===== src/rtl/program_loader.sv =====
// Byte-serial loader for the 8-entry instruction store: packs host bytes MSB-first
// into 32-bit words, writes them to RAM, and holds the processor until a full program is present.
module program_loader #(
    parameter int DEPTH  = 8,
    parameter int ADDR_W = 3,
    parameter int WORD_W = 32
) (
    input  logic              clk,
    input  logic              rst,
    input  logic              start,
    input  logic [7:0]        in_data,
    input  logic              in_valid,
    output logic              in_ready,
    input  logic [ADDR_W-1:0] rd_addr,
    output logic [WORD_W-1:0] rd_instr,
    output logic              cpu_hold,
    output logic              load_done
);

    typedef enum logic [1:0] {
        IDLE = 2'd0,
        LOAD = 2'd1,
        DONE = 2'd2
    } state_t;

    state_t              state, state_next;
    logic [1:0]          byte_cnt;
    logic [ADDR_W-1:0]   wr_ptr;
    logic [WORD_W-9:0]   shift;
    logic [WORD_W-1:0]   mem [DEPTH];

    logic accept;
    logic word_wr;
    logic last_word;

    // Handshake: a byte transfers on a rising edge where in_valid and in_ready are both 1;
    // the host holds in_data stable while in_valid is high and in_ready is low.
    assign accept    = in_valid & in_ready;
    assign word_wr   = accept && (byte_cnt == 2'd3);
    assign last_word = word_wr && (wr_ptr == ADDR_W'(DEPTH - 1));

    always_ff @(posedge clk or posedge rst) begin
        if (rst) begin
            state <= IDLE;
        end else begin
            state <= state_next;
        end
    end

    always_comb begin
        state_next = state;
        case (state)
            IDLE:    if (start)     state_next = LOAD;
            LOAD:    if (last_word) state_next = DONE;
            DONE:    if (start)     state_next = LOAD;
            default:                state_next = IDLE;
        endcase
    end

    // Decodes of the state register, so they change the cycle after each transition.
    assign in_ready  = (state == LOAD);
    assign cpu_hold  = (state != DONE);
    assign load_done = (state == DONE);

    always_ff @(posedge clk or posedge rst) begin
        if (rst) begin
            byte_cnt <= '0;
            wr_ptr   <= '0;
            shift    <= '0;
            for (int i = 0; i < DEPTH; i++) begin
                mem[i] <= '0;
            end
        end else if (state != LOAD) begin
            if (start) begin
                byte_cnt <= '0;
                wr_ptr   <= '0;
            end
        end else if (accept) begin
            shift    <= {shift[WORD_W-17:0], in_data};
            byte_cnt <= byte_cnt + 2'd1;
            if (word_wr) begin
                mem[wr_ptr] <= {shift, in_data};
                wr_ptr      <= last_word ? '0 : wr_ptr + ADDR_W'(1);
            end
        end
    end

    // Combinational read in every state; a same-edge write shows up from the next cycle.
    assign rd_instr = mem[rd_addr];

endmodule


===== config.mk =====
export PLATFORM = sky130hd
export DESIGN_NAME = program_loader
export DESIGN_NICKNAME = d
export VERILOG_FILES = /design/src/rtl/program_loader.sv
export SDC_FILE = /design/constraint.sdc
export NUM_CORES = 1
export LEC_CHECK = 0
export CELL_PAD_IN_SITES_DETAIL_PLACEMENT = 2
export CELL_PAD_IN_SITES_GLOBAL_PLACEMENT = 2
export CORE_ASPECT_RATIO = 0.75
export CORE_MARGIN = 2
export CORE_UTILIZATION = 33
export CTS_CLUSTER_SIZE = 40
export DETAILED_ROUTE_END_ITERATION = 10
export GPL_ROUTABILITY_DRIVEN = 0
export GPL_TIMING_DRIVEN = 0
export MAX_ROUTING_LAYER = met4
export PLACE_DENSITY_LB_ADDON = 0.1
export SLEW_MARGIN = 20
export SYNTH_ARGS = -nofsm -noshare
export SYNTH_HDL_FRONTEND = slang
export SYNTH_SLANG_ARGS = --single-unit

===== constraint.sdc =====
create_clock -name clk -period 10.9 [get_ports clk]
set_input_delay 2.18 -clock clk [delete_from_list [all_inputs] [get_ports clk]]
set_output_delay 2.18 -clock clk [all_outputs]
set_load 0.02 [all_outputs]

# Word level (Yosys, flattened, before mapping)
# Index checks and enable logic that the tools add are counted.
# totals
output_inout_bits,35
in_bits,15
word_cells,59
register_bits,287
# op_classes
reduce_logical,12
eq_ne,9
bitwise,4
order_cmp,3
addsub,2
n_mux,17
# op_table
operator,n
bitwise mux 256 bit,1
binary-select mux 32 bit (select 3 bit),1
demux 32 bit (select 3 bit),1
2-to-1 mux 32 bit,3
2-to-1 mux 3 bit,5
2-to-1 mux 2 bit,5
">= comparator 4 bit, second input constant",2
NOT 3 -> 4 bit,2
"inequality test 2 x 1 -> 1 bit, second input constant",3
AND reduction 2 bit,3
AND reduction 3 bit,2
"equality test 2 bit, second input constant",2
"less-than comparator 4 x 1 -> 1 bit, second input constant",1
"inequality test 2 bit, second input constant",2
case mux 2 bit (2 select lines),1
nonzero test 2 bit,2
"adder 3 x 1 -> 3 bit, second input constant",1
"equality test 3 bit, second input constant",1
logical AND 1 bit,3
"adder 2 x 1 -> 2 bit, second input constant",1
"equality test 2 x 1 -> 1 bit, second input constant",1
zero test 2 bit,1
OR reduction 2 bit,1
bitwise AND 1 bit,1
NOT 1 bit,1

# Logic depth before layout (Yosys ltp)
# Gate-level depths: netlist of the first run.
# logic_depth
ltp_word,8
mapped_depth,7
mapped_depth_nobuf,4

# Least setup slack after synthesis of the first run
# No wires, ideal clock.
# synth_timing
path_kind,input to output
start,in rd_addr[2]
end,out rd_instr[10]
arrival_time_ns,3.588
required_time_ns,8.720
n_path_buf,2
stages,4
setup_slack_ns,5.132
path_cell_list,buf_2 > buf_2 > mux4_2 > mux2_2
# synth_via
elab_chain_len,4
# synth_rtl
element,line_no,rtl
from (decl),14,"input logic [ADDR_W-1:0] rd_addr,"
NOT 3 -> 4 bit (implied by the code),89,assign rd_instr = mem[rd_addr];
binary-select mux 32 bit (select 3 bit),89,
2-to-1 mux 32 bit (implied by the code) (2 in a row),89,
to (decl),15,"output logic [WORD_W-1:0] rd_instr,"
# Every way passes these cells. The select of a mux whose other input is x is not followed.

# Worst setup path after layout of the first run
# layout_timing
start,in rd_addr[0]
end,out rd_instr[17]
# Same word-level chain as after synthesis.

==> results of run 1 <==
## cell type report
cell class	instances	area, sq um	area share [%]
inverters	4	22.5	0.148
clock inverters	8	62.6	0.412
repair buffers	48	515	3.39
multi-input cells	406	5350	35.2
clock buffers	54	1040	6.82
flip-flops and latches	287	7180	47.2
well taps	512	641	4.21
plain buffers	67	393	2.58
diodes	1	2.50	0.0165
## kinds of logic after synthesis
group	count (synthesis)	synth area share, %
buf+inv	71	3.15
mux	378	39.5
simple gates	18	1.10
compound gates	7	0.387
fa+ha+maj	3	0.290
flops	287	55.5
## final timing paths
kind / to / from / cells after the start / slack, ns
max: rd_instr[17] / rd_addr[0] / 6 / 4.05
min: mem[147] / mem[147] / 1 / 0.49
max reg2reg: mem[42] / byte_cnt[0] / 5 / 8.55
min reg2reg: mem[147] / mem[147] / 1 / 0.49
max in group asynchronous: mem[57] / rst / 4 / 7.39
min in group asynchronous: mem[138] / rst / 2 / 2.19
## registers in the layout (all words and copies together), names as in the netlist
register  flops
wr_ptr        3
mem         256
byte_cnt      2
shift        24
state         2
## through the flow
| stage | hold slack (ns) | setup slack, ns |
|---|---|---|
| after global routing | 0.515 | 3.91 |
| after CTS | 0.492 | 4.00 |
| after floorplan | 0.452 | 0.799 |
| after global placement | 0.463 | -2.22 |
| final | 0.485 | 4.05 |
| after detailed placement | 0.476 | 4.00 |
## critical path: stages
cell and delay, ns:
buf_2 0.32, buf_2 0.47, buf_2 0.44, mux4_2 0.37, mux2_2 0.32, clkdlybuf4s50_1 0.55
## synthesized netlist by cell type, drive strengths merged, types with 3 or more instances
master	n
inv	4
mux2	314
mux4	64
clkbuf	7
buf	60
and4b	3
nand2	3
dfrtp	287
ha	3
a22o	4
## report_power, final
group          internal (uW)  switching, uW
sequential              1340            170
combinational            466            312
clock                    656            458
## metal layers
metal	up-vias	wire, microns
met5	-	0
met4	0	693
met3	53	959
met2	100	16700
met1	3884	16400
li1	2997	-
==> impl_metrics.prom, run 1 <==
# TYPE chip_impl_metric gauge
chip_impl_metric{name="crit_fanout",unit=""} 10
chip_impl_metric{name="syn_avg_cell_area",unit="sq um"} 16.9
chip_impl_metric{name="power.leakage",unit="uW"} 0.00716
chip_impl_metric{name="met2_usage",unit="%"} 29.4
chip_impl_info{name="min-delay-path-class",value="register to register"} 1
chip_impl_info{name="synth_area_leader_cell",value="dfrtp_1"} 1
chip_impl_metric{name="detailed_place_hpwl",unit="mm"} 22.3
chip_impl_metric{name="fill_cells",unit=""} 3718
chip_impl_info{name="worst_setup_path_end_kind",value="primary output"} 1
chip_impl_metric{name="number_of_nets_in_the_final_layout",unit=""} 866
chip_impl_metric{name="clkLatencyLatePin",unit="ns"} 0.53
chip_impl_metric{name="drc",unit=""} 0
chip_impl_metric{name="required",unit="ns"} 8.72
chip_impl_metric{name="slew_limit_fails",unit=""} 0
chip_impl_metric{name="first_global_vias",unit=""} 8359
chip_impl_metric{name="grt_antenna_before_repair",unit=""} 0
chip_impl_metric{name="achievable-frequency",unit="MHz"} 146
chip_impl_metric{name="fin_tns_setup",unit="ns"} 0
chip_impl_metric{name="count_of_mapped_cells_out_of_synthesis",unit=""} 764
chip_impl_metric{name="final_core_utilization",unit="%"} 39.5
chip_impl_metric{name="cts_max_level",unit=""} 2
chip_impl_metric{name="synth_top_area_share",unit="%"} 55.5
chip_impl_metric{name="clkSinkCount",unit=""} 287
chip_impl_metric{name="final_area",unit="sq mm"} 0.0152
chip_impl_info{name="cts_tree",value="yes"} 1
chip_impl_metric{name="synth-warning-count",unit=""} 0
chip_impl_info{name="rsz0062_at_grt",value="false"} 1
chip_impl_metric{name="vias_per_cell",unit=""} 5.07
chip_impl_metric{name="groute.layer.met3.usage",unit="%"} 2.65
chip_impl_metric{name="ctsHoldBuffers",unit=""} 0
chip_impl_metric{name="io_pins",unit=""} 50
chip_impl_info{name="post_synth_main_area_contributors",value="dfrtp_1 (56%), mux2_2 (24%), mux4_2 (11%)"} 1
chip_impl_metric{name="mean_routed_wirelength_per_cell",unit="microns"} 25.1
chip_impl_metric{name="placedInstanceArea",unit="sq mm"} 0.0141
chip_impl_metric{name="path_clk_slew",unit="ns"} 0.06
chip_impl_metric{name="postCtsSetupRepairBufs",unit=""} 0
chip_impl_metric{name="start_util",unit="%"} 33.6
chip_impl_metric{name="detailroute.via_count",unit=""} 7034
chip_impl_metric{name="floorplan.die.width",unit="microns"} 233
chip_impl_metric{name="floorplan.die_area",unit="sq mm"} 0.0408
chip_impl_metric{name="timing.max_slew.rel_slack",unit="%"} 33.5
chip_impl_info{name="cts-root-buf",value="clkbuf_16"} 1
chip_impl_metric{name="route.final.wire_length",unit="mm"} 34.8
chip_impl_metric{name="synth_enable_flop_cells",unit=""} 0
chip_impl_info{name="top_usage_layer",value="met2"} 1
chip_impl_metric{name="syn2layout_area_growth",unit="%"} 17.5
chip_impl_metric{name="hold_violations",unit=""} 0
chip_impl_info{name="result_of_the_run",value="finished clean"} 1
chip_impl_metric{name="cts_resized",unit=""} 0
chip_impl_info{name="critical_path_class",value="input pin to primary output"} 1
chip_impl_metric{name="drtPass1Iterations",unit=""} 4
chip_impl_metric{name="max_slew.worst_pin.slew",unit="ns"} 0.998
chip_impl_metric{name="ys_ff_latch",unit=""} 287
chip_impl_metric{name="layout_worst_path_cycle_share",unit="%"} 62.8
chip_impl_metric{name="share_of_layout_cells_above_drive_strength_1",unit="%"} 54.7
chip_impl_metric{name="core.rowCount",unit=""} 62
chip_impl_metric{name="die_h",unit="microns"} 175
chip_impl_metric{name="synth_sequential_area_ratio",unit="%"} 55.5
chip_impl_info{name="mostFrequentLayoutCell",value="dfrtp_1"} 1
chip_impl_metric{name="power.ir.vdd_worst",unit="uV"} 112
chip_impl_metric{name="period_needed",unit="ns"} 6.85
chip_impl_info{name="crit_path_start_kind",value="input pin"} 1
chip_impl_metric{name="drtAntennaViolNets",unit=""} 0
chip_impl_metric{name="grtUsageMet1",unit="%"} 25.2
chip_impl_metric{name="cts_inserted_buffers",unit=""} 34
chip_impl_metric{name="dp.cells",unit=""} 1324
chip_impl_metric{name="max_cap_viol_count",unit=""} 0
chip_impl_metric{name="globalRouteTotalUtil",unit="%"} 18.5
chip_impl_info{name="ys.flop_type",value="dfrtp_1"} 1
chip_impl_metric{name="grt_max_degree",unit=""} 110
chip_impl_metric{name="cts.path.max_buffers",unit=""} 3
chip_impl_metric{name="worst-endpoint-arrival",unit="ns"} 4.67
chip_impl_metric{name="synth.lib_cells_used.distinct",unit=""} 29
chip_impl_metric{name="async_reset_ff_share",unit="%"} 100
chip_impl_metric{name="timing.clock.skew",unit="ns"} 0.0211
chip_impl_metric{name="layoutNonFillerInstCount",unit=""} 1387
chip_impl_metric{name="pwr_density_cell",unit="mW/mm^2"} 224
chip_impl_metric{name="detail_route.iter0.violations",unit=""} 251
chip_impl_metric{name="netlist_area",unit="sq mm"} 0.0129
chip_impl_metric{name="syn-num-nets",unit=""} 782
chip_impl_info{name="mostFrequentLayoutCells",value="dfrtp_1 (287), mux2_2 (273), mux4_2 (64), clkdlybuf4s50_1 (46), mux2_4 (37)"} 1
chip_impl_metric{name="floorplan.core_area",unit="sq mm"} 0.0385
chip_impl_metric{name="totalPowerFinal",unit="uW"} 3400
chip_impl_metric{name="grt_pass1_wl",unit="mm"} 54.2
chip_impl_metric{name="io_buffers",unit=""} 46
chip_impl_metric{name="globalRouteOverflowTotal",unit=""} 0
chip_impl_metric{name="final_setup_violation_count",unit=""} 0
Power figures use the tool's default switching activity.
==> run 2: changes to the inputs <==
==> constraint.sdc (replaced) <==
create_clock -name clk -period 6.33 [get_ports clk]
set_input_delay 1.266 -clock clk [delete_from_list [all_inputs] [get_ports clk]]
set_output_delay 1.266 -clock clk [all_outputs]
set_load 0.02 [all_outputs]
==> run 2 against run 1 <==
  * Sequential share of layout area is 0.33 points lower
  * Clock skew is 0.0090 ns lower
  * Sequential power rose by 72%
  * Combinational power up 75%
  * Via count rose by 0.38%
  * Register-to-register slack got worse by 4.6 ns
  * Count of clock-buffer cells in the layout decreased by 8
  * Core utilization is 0.28 points higher
  * Largest power group unchanged
  * Highest routed layer unchanged
==> impl_metrics.prom, run 2 (synthesized netlist as in run 1, its figures left out) <==
# TYPE chip_impl_metric gauge
chip_impl_info{name="result_of_the_run",value="finished clean"} 1
chip_impl_metric{name="mean_routed_wirelength_per_cell",unit="microns"} 24.9
chip_impl_metric{name="totalPowerFinal",unit="uW"} 5800
chip_impl_metric{name="worst-endpoint-arrival",unit="ns"} 3.75
chip_impl_metric{name="path_clk_slew",unit="ns"} 0.05
chip_impl_info{name="cp_common_cell",value="buf_2"} 1
chip_impl_metric{name="io_buffers",unit=""} 46
chip_impl_metric{name="slew_limit_fails",unit=""} 0
chip_impl_metric{name="core.rowCount",unit=""} 62
chip_impl_metric{name="drc",unit=""} 0
chip_impl_metric{name="floorplan.die_area",unit="sq mm"} 0.0408
chip_impl_info{name="cp_slowest_cell",value="clkdlybuf4s50_1"} 1
chip_impl_metric{name="period_needed",unit="ns"} 5.02
chip_impl_metric{name="timing.max_slew.rel_slack",unit="%"} 32.9
chip_impl_metric{name="vias_per_cell",unit=""} 5.10
chip_impl_metric{name="postCtsSetupRepairBufs",unit=""} 0
chip_impl_metric{name="floorplan.core_area",unit="sq mm"} 0.0385
chip_impl_metric{name="max_stage_delay",unit="ns"} 0.55
chip_impl_metric{name="ctsHoldBuffers",unit=""} 0
chip_impl_info{name="timing.hold.worst.start",value="mem[147]"} 1
chip_impl_info{name="registers.top_by_ff_count",value="mem"} 1
chip_impl_metric{name="pre_cts_slack",unit="ns"} 1.25
chip_impl_metric{name="drtPass1Iterations",unit=""} 4
chip_impl_info{name="worst_setup_path_end_kind",value="primary output"} 1
chip_impl_info{name="min-delay-path-class",value="register to register"} 1
chip_impl_metric{name="share_of_layout_cells_above_drive_strength_1",unit="%"} 55.4
chip_impl_metric{name="number_of_nets_in_the_final_layout",unit=""} 874
chip_impl_metric{name="grt_max_degree",unit=""} 36
chip_impl_metric{name="n_antenna_cell",unit=""} 0
chip_impl_info{name="top_layer_used",value="met4"} 1
chip_impl_info{name="worstSetupStartpoint",value="rd_addr[2]"} 1
chip_impl_metric{name="cts_max_level",unit=""} 2
chip_impl_metric{name="cts.path.max_buffers",unit=""} 3
chip_impl_metric{name="first_global_vias",unit=""} 8357
chip_impl_metric{name="pwr_density_cell",unit="mW/mm^2"} 379
chip_impl_metric{name="hold_violations",unit=""} 0
chip_impl_metric{name="die_h",unit="microns"} 175
chip_impl_metric{name="cts_resized",unit=""} 0
chip_impl_metric{name="cts_inserted_buffers",unit=""} 34
chip_impl_metric{name="dr_wl_met3",unit="microns"} 910
chip_impl_metric{name="detailroute.via_count",unit=""} 7061
chip_impl_metric{name="grt_antenna_before_repair",unit=""} 0
chip_impl_metric{name="timing.clock.skew",unit="ns"} 0.0122
chip_impl_metric{name="setup_slack_of_the_critical_path_after_layout",unit="ns"} 1.31
chip_impl_info{name="crit_path_start_kind",value="input pin"} 1
chip_impl_metric{name="achievable-frequency",unit="MHz"} 199
chip_impl_metric{name="fill_cells",unit=""} 3709
chip_impl_metric{name="power.ir.vdd_worst",unit="uV"} 194
chip_impl_metric{name="wl_met2",unit="mm"} 16.6
chip_impl_metric{name="routedLengthMet1",unit="mm"} 16.4
chip_impl_info{name="biggestRegsByFlops",value="mem: 256 flops, shift: 24 flops, wr_ptr: 3 flops"} 1
chip_impl_metric{name="clkLatencyLatePin",unit="ns"} 0.52
chip_impl_info{name="cp_cell_sequence",value="buf_2 -> buf_2 -> buf_2 -> mux4_2 -> mux2_2 -> clkdlybuf4s50_1"} 1
chip_impl_metric{name="crit_fanout",unit=""} 10
chip_impl_info{name="cts_tree",value="yes"} 1
chip_impl_metric{name="clkSinkCount",unit=""} 287
chip_impl_metric{name="max_slew.worst_pin.slew",unit="ns"} 1.01
chip_impl_metric{name="power.leakage",unit="uW"} 0.00721
chip_impl_metric{name="route.final.wire_length",unit="mm"} 34.5
chip_impl_metric{name="layout_worst_path_cycle_share",unit="%"} 79.3
chip_impl_metric{name="floorplan.die.width",unit="microns"} 233
chip_impl_metric{name="globalRouteTotalUtil",unit="%"} 18.5
chip_impl_info{name="rsz0062_at_grt",value="false"} 1
chip_impl_metric{name="drtAntennaViolNets",unit=""} 0
chip_impl_metric{name="globalRouteOverflowTotal",unit=""} 0
chip_impl_metric{name="required",unit="ns"} 5.06
chip_impl_metric{name="start_util",unit="%"} 33.6
chip_impl_info{name="critical_path_class",value="input pin to primary output"} 1
chip_impl_info{name="mostFrequentLayoutCell",value="dfrtp_1"} 1
chip_impl_metric{name="final_setup_violation_count",unit=""} 0
chip_impl_metric{name="detail_route.iter0.violations",unit=""} 291
chip_impl_info{name="regToRegStartpoint",value="byte_cnt[0]"} 1
chip_impl_info{name="cts-root-buf",value="clkbuf_16"} 1
chip_impl_metric{name="max_cap_viol_count",unit=""} 0
chip_impl_metric{name="syn2layout_area_growth",unit="%"} 18.3
chip_impl_metric{name="io_pins",unit=""} 50
chip_impl_metric{name="max_ffs_per_register",unit=""} 256
chip_impl_metric{name="grt_pass1_wl",unit="mm"} 54.5
chip_impl_metric{name="detailed_place_hpwl",unit="mm"} 22.9
chip_impl_info{name="mostFrequentLayoutCells",value="dfrtp_1 (287), mux2_2 (273), mux4_2 (64), clkdlybuf4s50_1 (46), mux2_4 (37)"} 1
## run 2: changes by cell type in the layout (fill, tap and decap cells not counted)
cell	change
clkbuf_1	-7
buf_12	+6
buf_16	+2
clkinv_8	-2
clkinvlp_4	+2
clkbuf_8	-1
clkinv_2	-1
diode_2	-1
inv_6	+1
inv_8	-1
## run 2: worst paths after layout
path / to / slack (ns) / depth (start not counted)
worst max-delay path: rd_instr[30] / 1.31 / 6
worst min-delay path: mem[147] / 0.48 / 1
worst max register to register: mem[40] / 3.95 / 5
worst min register to register: mem[147] / 0.48 / 1
max in group asynchronous: state[0] / 3.99 / 6
min in group asynchronous: mem[45] / 1.15 / 2
## run 2: routing by layer
layer	global-route usage (%)	vias up
met2	29.3	84
li1	-	3011
met3	2.63	37
met1	25.5	3929
met5	-	-
met4	3.90	0
## run 2: metrics by stage
step	setup TNS [ns]	util [%]	hold WS [ns]	cell area [sq um]	std cells
finish	0	39.8	0.484	15300	1385
global route	0	39.8	0.511	15300	1385
CTS	0	39.8	0.486	15300	1385
detailed placement	0	37.1	0.474	14300	1332
global placement	-150.57	36.5	0.463	14000	1322
floorplan	0	-	0.452	12900	764
## run 2: critical path, delay by kind of cell
family / cells / cell delay, ns
buffers and inverters: 4 / 1.79
muxes: 2 / 0.69
## run 2: final cells by class
cell class                      instances  area (sq um)  share of cell area [%]
Sequential cell                       287          7180                    46.9
Multi-Input combinational cell        406          5350                    34.9
Clock buffer                           46           997                    6.51
Timing Repair Buffer                   56           691                    4.51
Tap cell                              512           641                    4.18
Buffer                                 67           393                    2.57
Clock inverter                          7          41.3                   0.270
Inverter                                4          18.8                   0.123
## run 2: power breakdown
group | total, uW | switching (uW) | internal, uW
clock network | 1840 | 747 | 1090
logic | 1360 | 542 | 814
registers | 2600 | 294 | 2310
